$ cat src/rtl/lsu_pkg.sv
// Shared definitions for the MEM-stage load/store unit: funct3 encodings,
// FSM states and the access legality/alignment rule.
package lsu_pkg;

    localparam logic [2:0] F3_B  = 3'b000;
    localparam logic [2:0] F3_H  = 3'b001;
    localparam logic [2:0] F3_W  = 3'b010;
    localparam logic [2:0] F3_BU = 3'b100;
    localparam logic [2:0] F3_HU = 3'b101;

    typedef enum logic [1:0] {
        ST_IDLE,
        ST_BUSY,
        ST_DONE
    } lsu_state_e;

    // Stores only encode size in funct3[1:0]; loads also use bit 2 for zero-extension.
    function automatic logic access_ok(input logic is_store, input logic [2:0] fun,
                                       input logic [1:0] lane);
        logic legal;
        if (is_store)
            legal = (fun[1:0] != 2'b11);
        else
            legal = (fun == F3_B) || (fun == F3_H) || (fun == F3_W) ||
                    (fun == F3_BU) || (fun == F3_HU);
        case (fun[1:0])
            2'b01:   access_ok = legal && !lane[0];
            2'b10:   access_ok = legal && (lane == 2'b00);
            default: access_ok = legal;
        endcase
    endfunction

endpackage

$ cat src/rtl/lsu_ld_align.sv
// Load formatter: picks the byte/half lane out of the bus word and
// sign- or zero-extends it according to funct3.
module lsu_ld_align
    import lsu_pkg::*;
(
    input  logic [31:0] rdata,
    input  logic [1:0]  addr,
    input  logic [2:0]  fun,
    output logic [31:0] result
);

    logic [7:0]  byte_sel;
    logic [15:0] half_sel;

    always_comb begin
        case (addr)
            2'b00:   byte_sel = rdata[7:0];
            2'b01:   byte_sel = rdata[15:8];
            2'b10:   byte_sel = rdata[23:16];
            default: byte_sel = rdata[31:24];
        endcase
        half_sel = addr[1] ? rdata[31:16] : rdata[15:0];
    end

    always_comb begin
        case (fun)
            F3_B:    result = {{24{byte_sel[7]}}, byte_sel};
            F3_BU:   result = {24'd0, byte_sel};
            F3_H:    result = {{16{half_sel[15]}}, half_sel};
            F3_HU:   result = {16'd0, half_sel};
            default: result = rdata;
        endcase
    end

endmodule

$ cat src/rtl/mem_lsu.sv
// MEM-stage load/store unit: one req/ack bus transaction per access,
// stalling EX/MEM until the access completes or times out.
module mem_lsu
    import lsu_pkg::*;
#(
    parameter int unsigned TIMEOUT_CYC = 255
) (
    input  logic        clk_i,
    input  logic        rst_i,
    input  logic        mem_rden_i,
    input  logic        mem_wren_i,
    input  logic [2:0]  fun_i,
    input  logic [31:0] addr_i,
    input  logic [31:0] st_data_i,
    output logic        bus_req_o,
    output logic        bus_we_o,
    output logic [31:0] bus_addr_o,
    output logic [31:0] bus_wdata_o,
    output logic [3:0]  bus_be_o,
    input  logic        bus_ack_i,
    input  logic [31:0] bus_rdata_i,
    output logic [31:0] ld_data_o,
    output logic        ld_valid_o,
    output logic        stall_o,
    output logic        misalign_o,
    output logic        fault_o
);

    localparam logic [7:0] CNT_LAST = 8'(TIMEOUT_CYC - 1);

    lsu_state_e  state;
    lsu_state_e  state_nxt;
    logic        access_req;
    logic        accept;
    logic        expire;
    logic        is_load_q;
    logic        fault_q;
    logic [7:0]  cnt;
    logic [2:0]  fun_q;
    logic [1:0]  lane_q;
    logic [3:0]  be_nxt;
    logic [31:0] wdata_nxt;
    logic [31:0] ld_fmt;

    assign access_req = mem_rden_i | mem_wren_i;
    assign expire     = (state == ST_BUSY) && !bus_ack_i && (cnt == CNT_LAST);

    lsu_ld_align u_align (
        .rdata  (bus_rdata_i),
        .addr   (lane_q),
        .fun    (fun_q),
        .result (ld_fmt)
    );

    always_ff @(posedge clk_i or posedge rst_i) begin
        if (rst_i)
            state <= ST_IDLE;
        else
            state <= state_nxt;
    end

    always_comb begin
        state_nxt = state;
        case (state)
            ST_IDLE: if (accept) state_nxt = ST_BUSY;
            ST_BUSY: if (bus_ack_i || expire) state_nxt = ST_DONE;
            default: state_nxt = ST_IDLE;
        endcase
    end

    // Reset gates the IDLE decode so stall/misalign read 0 while reset is held.
    always_comb begin
        accept     = 1'b0;
        misalign_o = 1'b0;
        stall_o    = 1'b0;
        ld_valid_o = 1'b0;
        fault_o    = 1'b0;
        case (state)
            ST_IDLE: begin
                if (!rst_i && access_req) begin
                    if (access_ok(mem_wren_i, fun_i, addr_i[1:0])) begin
                        accept  = 1'b1;
                        stall_o = 1'b1;
                    end else begin
                        misalign_o = 1'b1;
                    end
                end
            end
            ST_BUSY: stall_o = 1'b1;
            default: begin
                ld_valid_o = is_load_q;
                fault_o    = fault_q;
            end
        endcase
    end

    always_comb begin
        be_nxt    = 4'b1111;
        wdata_nxt = 32'd0;
        if (mem_wren_i) begin
            case (fun_i[1:0])
                2'b00: begin
                    be_nxt    = 4'b0001 << addr_i[1:0];
                    wdata_nxt = {4{st_data_i[7:0]}};
                end
                2'b01: begin
                    be_nxt    = 4'b0011 << {addr_i[1], 1'b0};
                    wdata_nxt = {2{st_data_i[15:0]}};
                end
                default: wdata_nxt = st_data_i;
            endcase
        end
    end

    // Bus fields are captured once at acceptance and held until the access ends.
    always_ff @(posedge clk_i or posedge rst_i) begin
        if (rst_i) begin
            bus_req_o   <= 1'b0;
            bus_we_o    <= 1'b0;
            bus_addr_o  <= 32'd0;
            bus_wdata_o <= 32'd0;
            bus_be_o    <= 4'd0;
            ld_data_o   <= 32'd0;
            is_load_q   <= 1'b0;
            fault_q     <= 1'b0;
            cnt         <= 8'd0;
            fun_q       <= 3'd0;
            lane_q      <= 2'd0;
        end else if (accept) begin
            bus_req_o   <= 1'b1;
            bus_we_o    <= mem_wren_i;
            bus_addr_o  <= {addr_i[31:2], 2'b00};
            bus_wdata_o <= wdata_nxt;
            bus_be_o    <= be_nxt;
            is_load_q   <= !mem_wren_i;
            fault_q     <= 1'b0;
            cnt         <= 8'd0;
            fun_q       <= fun_i;
            lane_q      <= addr_i[1:0];
        end else if (state == ST_BUSY) begin
            if (bus_ack_i) begin
                bus_req_o <= 1'b0;
                if (is_load_q)
                    ld_data_o <= ld_fmt;
            end else if (expire) begin
                bus_req_o <= 1'b0;
                fault_q   <= 1'b1;
                if (is_load_q)
                    ld_data_o <= 32'd0;
            end else begin
                cnt <= cnt + 8'd1;
            end
        end
    end

endmodule

$ cat config.mk
export PLATFORM = sky130hd
export DESIGN_NAME = mem_lsu
export DESIGN_NICKNAME = d
export VERILOG_FILES = /design/src/rtl/lsu_pkg.sv /design/src/rtl/lsu_ld_align.sv /design/src/rtl/mem_lsu.sv
export SDC_FILE = /design/constraint.sdc
export NUM_CORES = 1
export LEC_CHECK = 0
export ABC_AREA = 1
export ABC_CLOCK_PERIOD_IN_PS = 7500
export CAP_MARGIN = 20
export CORE_MARGIN = 1
export CORE_UTILIZATION = 40
export DETAILED_ROUTE_END_ITERATION = 10
export GPL_TIMING_DRIVEN = 0
export PLACE_DENSITY = 0.72
export SYNTH_ARGS = -nofsm -noshare
export SYNTH_HDL_FRONTEND = slang
export SYNTH_SLANG_ARGS = --single-unit
$ cat constraint.sdc
create_clock -name clk_i -period 7.5 [get_ports clk_i]
set_clock_uncertainty 0.05 [all_clocks]
set_input_delay 1.5 -clock clk_i [delete_from_list [all_inputs] [get_ports clk_i]]
set_output_delay 1.5 -clock clk_i [all_outputs]
set_load 0.02 [all_outputs]
Word-level counts from Yosys, hierarchy flattened
Index checks and enable logic that the tools add are counted.

storage, ports and cells
  output and inout bits = 106
  bits in registers = 117
  input port bits = 104

cells by class
  eq/ne operators = 18
  shifts and indexed selects = 2
  bitwise operators = 2
  muxes and demuxes = 41
  reductions and logical operators = 30
  add/sub/neg operators = 1

operator list
  operator             count
  $mux 32              5
  $pmux 32 s4          1
  $pmux 32 s2          1
  $mux 8               4
  $pmux 8 s3           1
  $mux 1               21
  $mux 16              1
  $eq 3x3->1 const B   4
  $add 8x1->8 const B  1
  $eq 8x8->1 const B   1
  $logic_not 2->1      4
  $pmux 4 s2           1
  $eq 2x1->1 const B   3
  $eq 3x1->1 const B   2
  $logic_not 3->1      2
  $ne 2x2->1 const B   3
  $reduce_and 3->1     2
  $reduce_bool 2->1    3
  $logic_and 1x1->1    5
  $logic_or 1x1->1     5
  $eq 2x2->1 const B   2
  $logic_not 1->1      4
  $mux 2               2
  $mux 4               1
  other kinds (12)     15

Longest topological paths before layout
Gate-level depths: netlist (run 1).

  word-level depth = 17
  depth in mapped cells = 11
  gate-level depth less buffers = 9

By module
Synthesis (run 1) repeated with hierarchy kept, for this count alone.

unflattened totals
  cell total of the unflattened synthesis = 860
  area total of the unflattened synthesis = 6327.3 um^2

by module, submodules not included
  module        sequential area each (um^2)  instances  area an instance (um^2)  cells each
  mem_lsu       2927.8                       1          5431.5                   668
  lsu_ld_align  0.0                          1          895.9                    192

Least setup slack after synthesis (run 1)
OpenSTA, ideal clock, no wires.

  kind = in2out
  start point = input fun_i[1]
  end point = output stall_o
  slack = 2.707 ns
  required time = 5.950 ns
  stages = 10
  data arrival time = 3.243 ns
  cell sequence = clkbuf_1 -> clkinv_1 -> ha_1 -> buf_2 -> nor2_2 -> o211ai_1 -> nand3_2 -> buf_4 -> buf_6 -> nand2_1

between the ends
  cells in the longest elaborated chain, start to end = 15
  elaborated cells between the ends (all ways) = 23
  classes of those cells = eq/ne (7); mux (9); reduce/logical (7)

RTL lines
  what                                           RTL line                      source
  start, declared                                mem_lsu.sv:12                 input logic [2:0] fun_i,
  $eq 3x1->1 or $logic_not 3->1 (tied branches)  lsu_pkg.sv:24                 legal = (fun == F3_B) || (fun == F3_H) || (fun == F3_W) ||
  $logic_or 1x1->1 (3 in series)                 lsu_pkg.sv:24
  $logic_or 1x1->1                               lsu_pkg.sv:25                 (fun == F3_BU) || (fun == F3_HU);
  $mux 1                                         lsu_pkg.sv:21                 if (is_store)
  $mux 1                                         mem_lsu.sv:80                 if (!rst_i && access_req) begin
  $mux 1                                         mem_lsu.sv:78                 case (state)
  $logic_and 1x1->1 (on tied branches)           lsu_pkg.sv:28, lsu_pkg.sv:27
  $pmux 1 s2 (*)                                 lsu_pkg.sv:26                 case (fun[1:0])
  $mux 1 (*)                                     mem_lsu.sv:80
  $mux 1 (*)                                     mem_lsu.sv:78
  $mux 1 (*)                                     mem_lsu.sv:81                 if (access_ok(mem_wren_i, fun_i, addr_i[1:0])) begin
  $mux 1 (*)                                     mem_lsu.sv:80
  $pmux 1 s2 (*)                                 mem_lsu.sv:78
  end, declared                                  mem_lsu.sv:24                 output logic stall_o,

Every way passes the cells marked *; elsewhere a longest branch is shown, timed or not. The select of a mux whose other input is x is not followed.

Final worst setup path (run 1)
Ends and elaborated chain as after synthesis.

==> metrics, run 1 <==
status=finished, final reports clean; DRC errors left=0; worst setup margin=roughly 1200 ps; final setup vio count=0; Worst Hold Class=register to register; CP startpoint=fun_i[1]; WP data arrival=around 4700 ps; gr ovfl total=0; Final Core Density=0.621; cell count after synthesis=755; setup tns final=0 ps; Post-synth top cells=362 x nand2_1, 117 x dfrtp_1, 49 x nor2_1, 37 x inv_1, 36 x o21ai_0; clock transition at the registers of the reported paths=about 50 ps; Crit Path Max Fanout=11; Post-DP HPWL=around 13 mm; critical path class=primary input to output pin; leakage power=4.27 nW; sequential share of the synthesized area=0.509; worst slew pin tran=around 540 ps; crit share post-route=0.839; vias in the first global route=about 5600; Max Fclk=~0.16 GHz; RSZ-0062 raised after global routing=no; initial antenna violation count=0; nets=1093; r2r startpoint=cnt[0]$_DFFE_PP0P_; fin area=slightly below 9000 sq um; WL final=18.2 mm; CTS tree=yes; post-CTS setup buffers=0; FP Rows=43; routed vias/inst=slightly below 5; Post-CTS Hold Buffers=0; GRT Util Overall=0.258; Post-synth ARST share=1.00; die height=about 120 um; most frequent cell after synthesis=nand2_1; Mapped Avg Cell Area=around 7.6 sq um; Fillers=around 1200; Root Driver=clkbuf_16; Post-Syn Area=between 5000 and 6000 sq um; Max clock buf depth=2; DRT Pass-1 Iters=5; power per cell area=347 nW/um^2; Synth top area share=0.509; relative slew slack=0.642; GPL Wtd Cong=about 0.9; CP Capture Type=output pin; final worst path period need=6290 ps; clk sinks=117; input/output buffers=207; Initial Utilization=0.413; Die X=about 120 um; max cap viols=0; global-route wire length before repair=28.8 mm; iteration-0 DRC count of the detailed router=528; max-slew violations=0; Area growth syn-to-layout=50.5%; clk_lat worst skew=between 400 and 500 ps; # resized after CTS=0; Post-DRT Antenna Nets=0; final cell count without fillers=approximately 1200; routed len/inst=between 15 and 20 um; Setup WS pre-CTS=between 1000 and 1500 ps; Synth Register Bits=117; H-tree depth=4; ANT cells=0; io pins=210; die area=roughly 15000 sq um; post-synth cell types=31; via count=just under 6000; placed insts=between 1000 and 1500; Critical Path RT=around 6000 ps; worst hold start=bus_addr_o[16]$_DFFE_PP0N_; core area=roughly 14000 sq um; Area after DPL=8090 sq um; ranking of synthesized cells by area=dfrtp_1 51%, nand2_1 24%, nor2_1 3.2%; VDD IR-drop max=approximately 0.19 mV; final hold vios=0; EDFF count, synth=0; Synth area leader=dfrtp_1; largest net degree at the start of global routing=94; Yosys Warn Count=0; ratio of cells with drive above 1 in the final layout=0.0793; Worst Setup Start Kind=primary input; Synth Flop Type=dfrtp_1; total CTS buffers=17
==> placed cells by master (no fill, tap or decap), types with 6 or more instances in the layout <==
master           synthesis  final
a21boi_0                 6      6
a21oi_1                  9      9
buf_2                   13     13
clkbuf_1                11     11
clkbuf_16                0     17
clkdlybuf4s50_1          0    207
dfrtp_1                117    117
ha_1                     6      6
inv_1                   37     36
inv_2                    6      6
nand2_1                362    362
nand3_1                 29     29
nand4_1                 18     18
nor2_1                  49     49
o211ai_1                 7      7
o21ai_0                 36     36
o21ai_1                  6      6
or2_2                    8      8
==> path summary, 6_finish.rpt <==
kind                                              end  slack [ps]  depth (start not counted)
max                                           stall_o        1210                         12
min in group asynchronous  bus_wdata_o[6]$_DFFE_PP0N_        1410                          2
min                        bus_addr_o[16]$_DFFE_PP0N_         430                          2
max in group asynchronous   ld_data_o[16]$_DFFE_PP0P_        5240                          3
min reg2reg                bus_addr_o[16]$_DFFE_PP0N_         430                          2
max reg2reg                  ld_data_o[5]$_DFFE_PP0P_        5580                         10
==> metrics by stage <==
stage / hold WS, ps / total power [W]
3_3_place_gp: 407 / 0.00222
4_1_cts: 429 / 0.00302
2_1_floorplan: 399 / 0.00162
3_5_place_dp: 414 / 0.00224
6_report: 428 / 0.00300
5_1_grt: 443 / 0.00318
==> cell type report <==
type,instances,area (sq um),area share
multi-input cells,559,2460,0.284
flip-flops and latches,117,2930,0.338
inverters,45,174,0.0201
repair buffers,208,2100,0.243
clock inverters,14,130,0.0150
well taps,180,225,0.0260
plain buffers,35,200,0.0231
clock buffers,18,439,0.0507
==> logic make-up (layout without fill, tap and decap cells) <==
kind of cell / count (synthesis) / after routing / share of synthesized area
compound gates: 65 / 65 / 0.0629
simple gates: 481 / 481 / 0.343
xor+xnor: 5 / 5 / 0.00761
flops: 117 / 117 / 0.509
buf+inv: 80 / 320 / 0.0642
other cells: 1 / 2 / 0.000652
fa+ha+maj: 6 / 6 / 0.0131
==> critical path, stage by stage <==
cell and delay, ps:
clkdlybuf4s50_1 530, clkbuf_1 320, clkinv_1 380, ha_1 310, buf_2 190, nor2_2 140
o211ai_1 130, nand3_2 240, buf_4 240, buf_6 160, nand2_1 50, clkdlybuf4s50_1 530
==> state kept, by name, summed over array words and instances, names as in the netlist, 2 cells and up <==
signal and flops:
bus_addr_o 30, lane_q 2, bus_wdata_o 32, fun_q 3, bus_be_o 4, state 2, ld_data_o 32, cnt 8
==> report_power, final <==
part	internal, W	switching (W)
clock network	0.000465	0.000306
logic	0.000557	0.000693
registers	0.000848	0.000135
total	0.00187	0.00113
==> layer usage <==
metal / GRT usage / vias to the layer above / share of wire
li1: - / 2822 / -
met3: 0.0955 / 29 / 0.10
met2: 0.409 / 264 / 0.47
met1: 0.317 / 2651 / 0.41
met4: 0.101 / 0 / 0.019
met5: 0 / - / 0
Note: power is estimated with default switching activity, not from simulation.
==> inputs of run 2 (changes only) <==
ABC_CLOCK_PERIOD_IN_PS = 5100   (was 7500)
PLACE_DENSITY = 0.75   (was 0.72)
clock period = 5.1 ns   (was 7.5 ns; I/O delays follow)
==> run 2 against run 1 <==
Compared with the run above: die area unchanged; largest power group unchanged; clock power up 45%; largest cell class unchanged; worst hold slack worse by 1.3 ps; via count down 0.36%; worst setup slack worse by 890 ps; non-clock buffer count unchanged; first-iteration DRC count down 20%.
==> metrics, run 2 (synthesis gave the netlist of run 1 again) <==
final worst path period need=around 4800 ps; flop-to-flop setup slack=3210 ps (was 5580 ps); largest net degree at the start of global routing=62 (was 94); WL final=17.8 mm (was 18.2 mm); via count=5745 (was 5766); r2r startpoint=cnt[0]$_DFFE_PP0P_ (unchanged); Clk pwr share=0.255 (was 0.257); biggest regs=bus_wdata_o (32), ld_data_o (32), bus_addr_o (30) (unchanged); final setup vio count=0 (unchanged); Worst Hold Class=register to register (unchanged); gr ovfl total=0 (unchanged); clock transition at the registers of the reported paths=50 ps (about the same); reg-to-reg endpoint=ld_data_o[0]$_DFFE_PP0P_ (was ld_data_o[5]$_DFFE_PP0P_); worst setup margin=322 ps (was 1210 ps); CP Capture Type=output pin (unchanged); final cell count without fillers=1172 (was 1176); core area=13900 sq um (unchanged); CP startpoint=fun_i[1] (unchanged); GPL Wtd Cong=0.954 (was 0.910); Root Driver=clkbuf_16 (unchanged); setup tns final=0 ps (unchanged); Area growth syn-to-layout=50.2% (was 50.5%); r2r worst-path depth=10 (unchanged); sw frac=0.365 (was 0.378); WP data arrival=3710 ps (was 4740 ps); VDD IR-drop max=0.251 mV (was 0.194 mV); Setup crit end=stall_o (unchanged); commonest non-fill, non-tap cells in the layout=362 x nand2_1, 207 x clkdlybuf4s50_1, 117 x dfrtp_1, 49 x nor2_1 (unchanged); vias in the first global route=5471 (was 5613); max cap viols=0 (unchanged); CTS tree=yes (unchanged); CP max stage delay=530 ps (about the same); Die X=122 um (unchanged); total CTS buffers=17 (unchanged); Critical Path RT=4030 ps (was 5950 ps); initial antenna violation count=0 (unchanged); commonest non-fill, non-tap cell in the layout=nand2_1 (unchanged); Flop pwr share=0.330 (was 0.327); DRC errors left=0 (unchanged); status=finished, final reports clean (unchanged); global-route wire length before repair=28.2 mm (was 28.8 mm); Post-DRT Antenna Nets=0 (unchanged); Worst Setup Start Kind=primary input (unchanged); cell-internal power=0.00280 W (was 0.00187 W); max-slew violations=0 (unchanged); placed insts=1144 (unchanged); Max clock buf depth=2 (unchanged); nets=1093 (unchanged); power per cell area=510 nW/um^2 (was 347 nW/um^2); die height=122 um (unchanged); switching pwr=0.00161 W (was 0.00113 W); routed len/inst=15.2 um (was 15.5 um); final hold vios=0 (unchanged); H-tree depth=4 (unchanged); die area=14900 sq um (unchanged); critical path class=primary input to output pin (unchanged); relative slew slack=0.645 (was 0.642); input/output buffers=207 (unchanged); CP Buf/Inv Count=7 (unchanged); DRT Pass-1 Iters=7 (was 5); Post-DP HPWL=13.1 mm (was 13.4 mm); io pins=210 (unchanged); Max Fclk=0.209 GHz; GRT Util Overall=0.253 (was 0.258); RSZ-0062 raised after global routing=no (unchanged); leakage power=4.28 nW (was 4.27 nW); FP Rows=43 (unchanged); ratio of cells with drive above 1 in the final layout=0.0746 (was 0.0793); crit-path leading delay family=buffers and inverters (unchanged); worst slew pin tran=532 ps (was 536 ps); Initial Utilization=0.413 (unchanged); crit share post-route=0.937; clk sinks=117 (unchanged); Crit Path Max Fanout=11 (unchanged); slowest stage cell, crit path=clkdlybuf4s50_1 (unchanged); CP cell instances=clkdlybuf4s50_1 > clkbuf_2 > inv_4 > ha_1 > buf_2 > nor2_2 > o211ai_1 > nand3_4 > buf_4 > buf_6 > nand2_1 > clkdlybuf4s50_1 (was clkdlybuf4s50_1 > clkbuf_1 > clkinv_1 > ha_1 > buf_2 > nor2_2 > o211ai_1 > nand3_2 > buf_4 > buf_6 > nand2_1 > clkdlybuf4s50_1); Worst path depth=12 (unchanged); clk_lat worst skew=410 ps (about the same); Setup WS pre-CTS=-171 ps (was 1220 ps); CP most frequent cell=clkdlybuf4s50_1 (unchanged); ANT cells=0 (unchanged); Comb pwr share=0.416 (about the same); Fillers=1239 (was 1243); routed vias/inst=4.90 (about the same); iteration-0 DRC count of the detailed router=424 (was 528)
run 2: cell types whose count changed in the layout (fill, tap and decap cells not counted), moves of 2 or more:
cell        delta
clkinvlp_4     -5
clkinv_4       -5
clkinv_2       +2
clkbuf_1       +2
run 2: worst reg2reg max path, cell delays in order, from the launching register on:
cell	delay (ps)
dfrtp_1	400
inv_1	110
ha_1	150
inv_1	40
nor2_1	130
nand2_1	100
a21oi_2	180
nand2_1	210
buf_2	260
nand2_1	100
nand2_1	50
run 2: worst min-delay path by stage:
| stage | from | to | slack (ps) | depth (start not counted) |
|---|---|---|---|---|
| after global routing | ld_data_o[11]$_DFFE_PP0P_ | ld_data_o[11]$_DFFE_PP0P_ | 440 | 2 |
| after global placement | ld_data_o[0]$_DFFE_PP0P_ | ld_data_o[0]$_DFFE_PP0P_ | 410 | 2 |
| after CTS | ld_data_o[0]$_DFFE_PP0P_ | ld_data_o[0]$_DFFE_PP0P_ | 430 | 2 |
| final | bus_addr_o[9]$_DFFE_PP0N_ | bus_addr_o[9]$_DFFE_PP0N_ | 430 | 2 |
| after floorplan | fun_q[2]$_DFFE_PP0N_ | fun_q[2]$_DFFE_PP0N_ | 400 | 2 |
| after detailed placement | bus_addr_o[19]$_DFFE_PP0N_ | bus_addr_o[19]$_DFFE_PP0N_ | 420 | 2 |
run 2: stage by stage:
| step | utilization | instance area [sq um] | hold slack [ps] | power [W] |
|---|---|---|---|---|
| 2_1_floorplan | - | 5760 | 399 | 0.00238 |
| 3_3_place_gp | 0.578 | 8050 | 408 | 0.00326 |
| 3_5_place_dp | 0.580 | 8090 | 415 | 0.00328 |
| 4_1_cts | 0.619 | 8630 | 428 | 0.00443 |
| 5_1_grt | 0.620 | 8640 | 444 | 0.00466 |
| 6_report | 0.620 | 8640 | 426 | 0.00441 |
run 2: area by class of cell:
cell class                      instances  area (sq um)  share of cell area
Sequential cell                       117          2930               0.339
Multi-Input combinational cell        559          2470               0.285
Timing Repair Buffer                  208          2100               0.243
Clock buffer                           22           464              0.0537
Tap cell                              180           225              0.0261
Buffer                                 35           201              0.0233
Inverter                               45           176              0.0204
Clock inverter                          6          80.1             0.00927
run 2: power by group through the flow:
stage / Combinational, W / Sequential (W) / Clock [W]
after floorplan: 0.000596 / 0.00179 / 0
after global placement: 0.00181 / 0.00145 / 0
after detailed placement: 0.00183 / 0.00145 / 0
after CTS: 0.00184 / 0.00145 / 0.00114
after global routing: 0.00199 / 0.00149 / 0.00118
final: 0.00183 / 0.00145 / 0.00112
run 2: metal layers:
layer  GRT usage  share of wire
met2       0.391           0.45
met1       0.316           0.42
met3      0.0997           0.11
met4      0.0972          0.021
met5           0              0
run 2: repair_timing:
item / CTS / global route
setup buffers: 0 / 0
gates resized for setup: 2 / 2
setup endpoints to repair: 1 / 1
hold buffers: 0 / 0
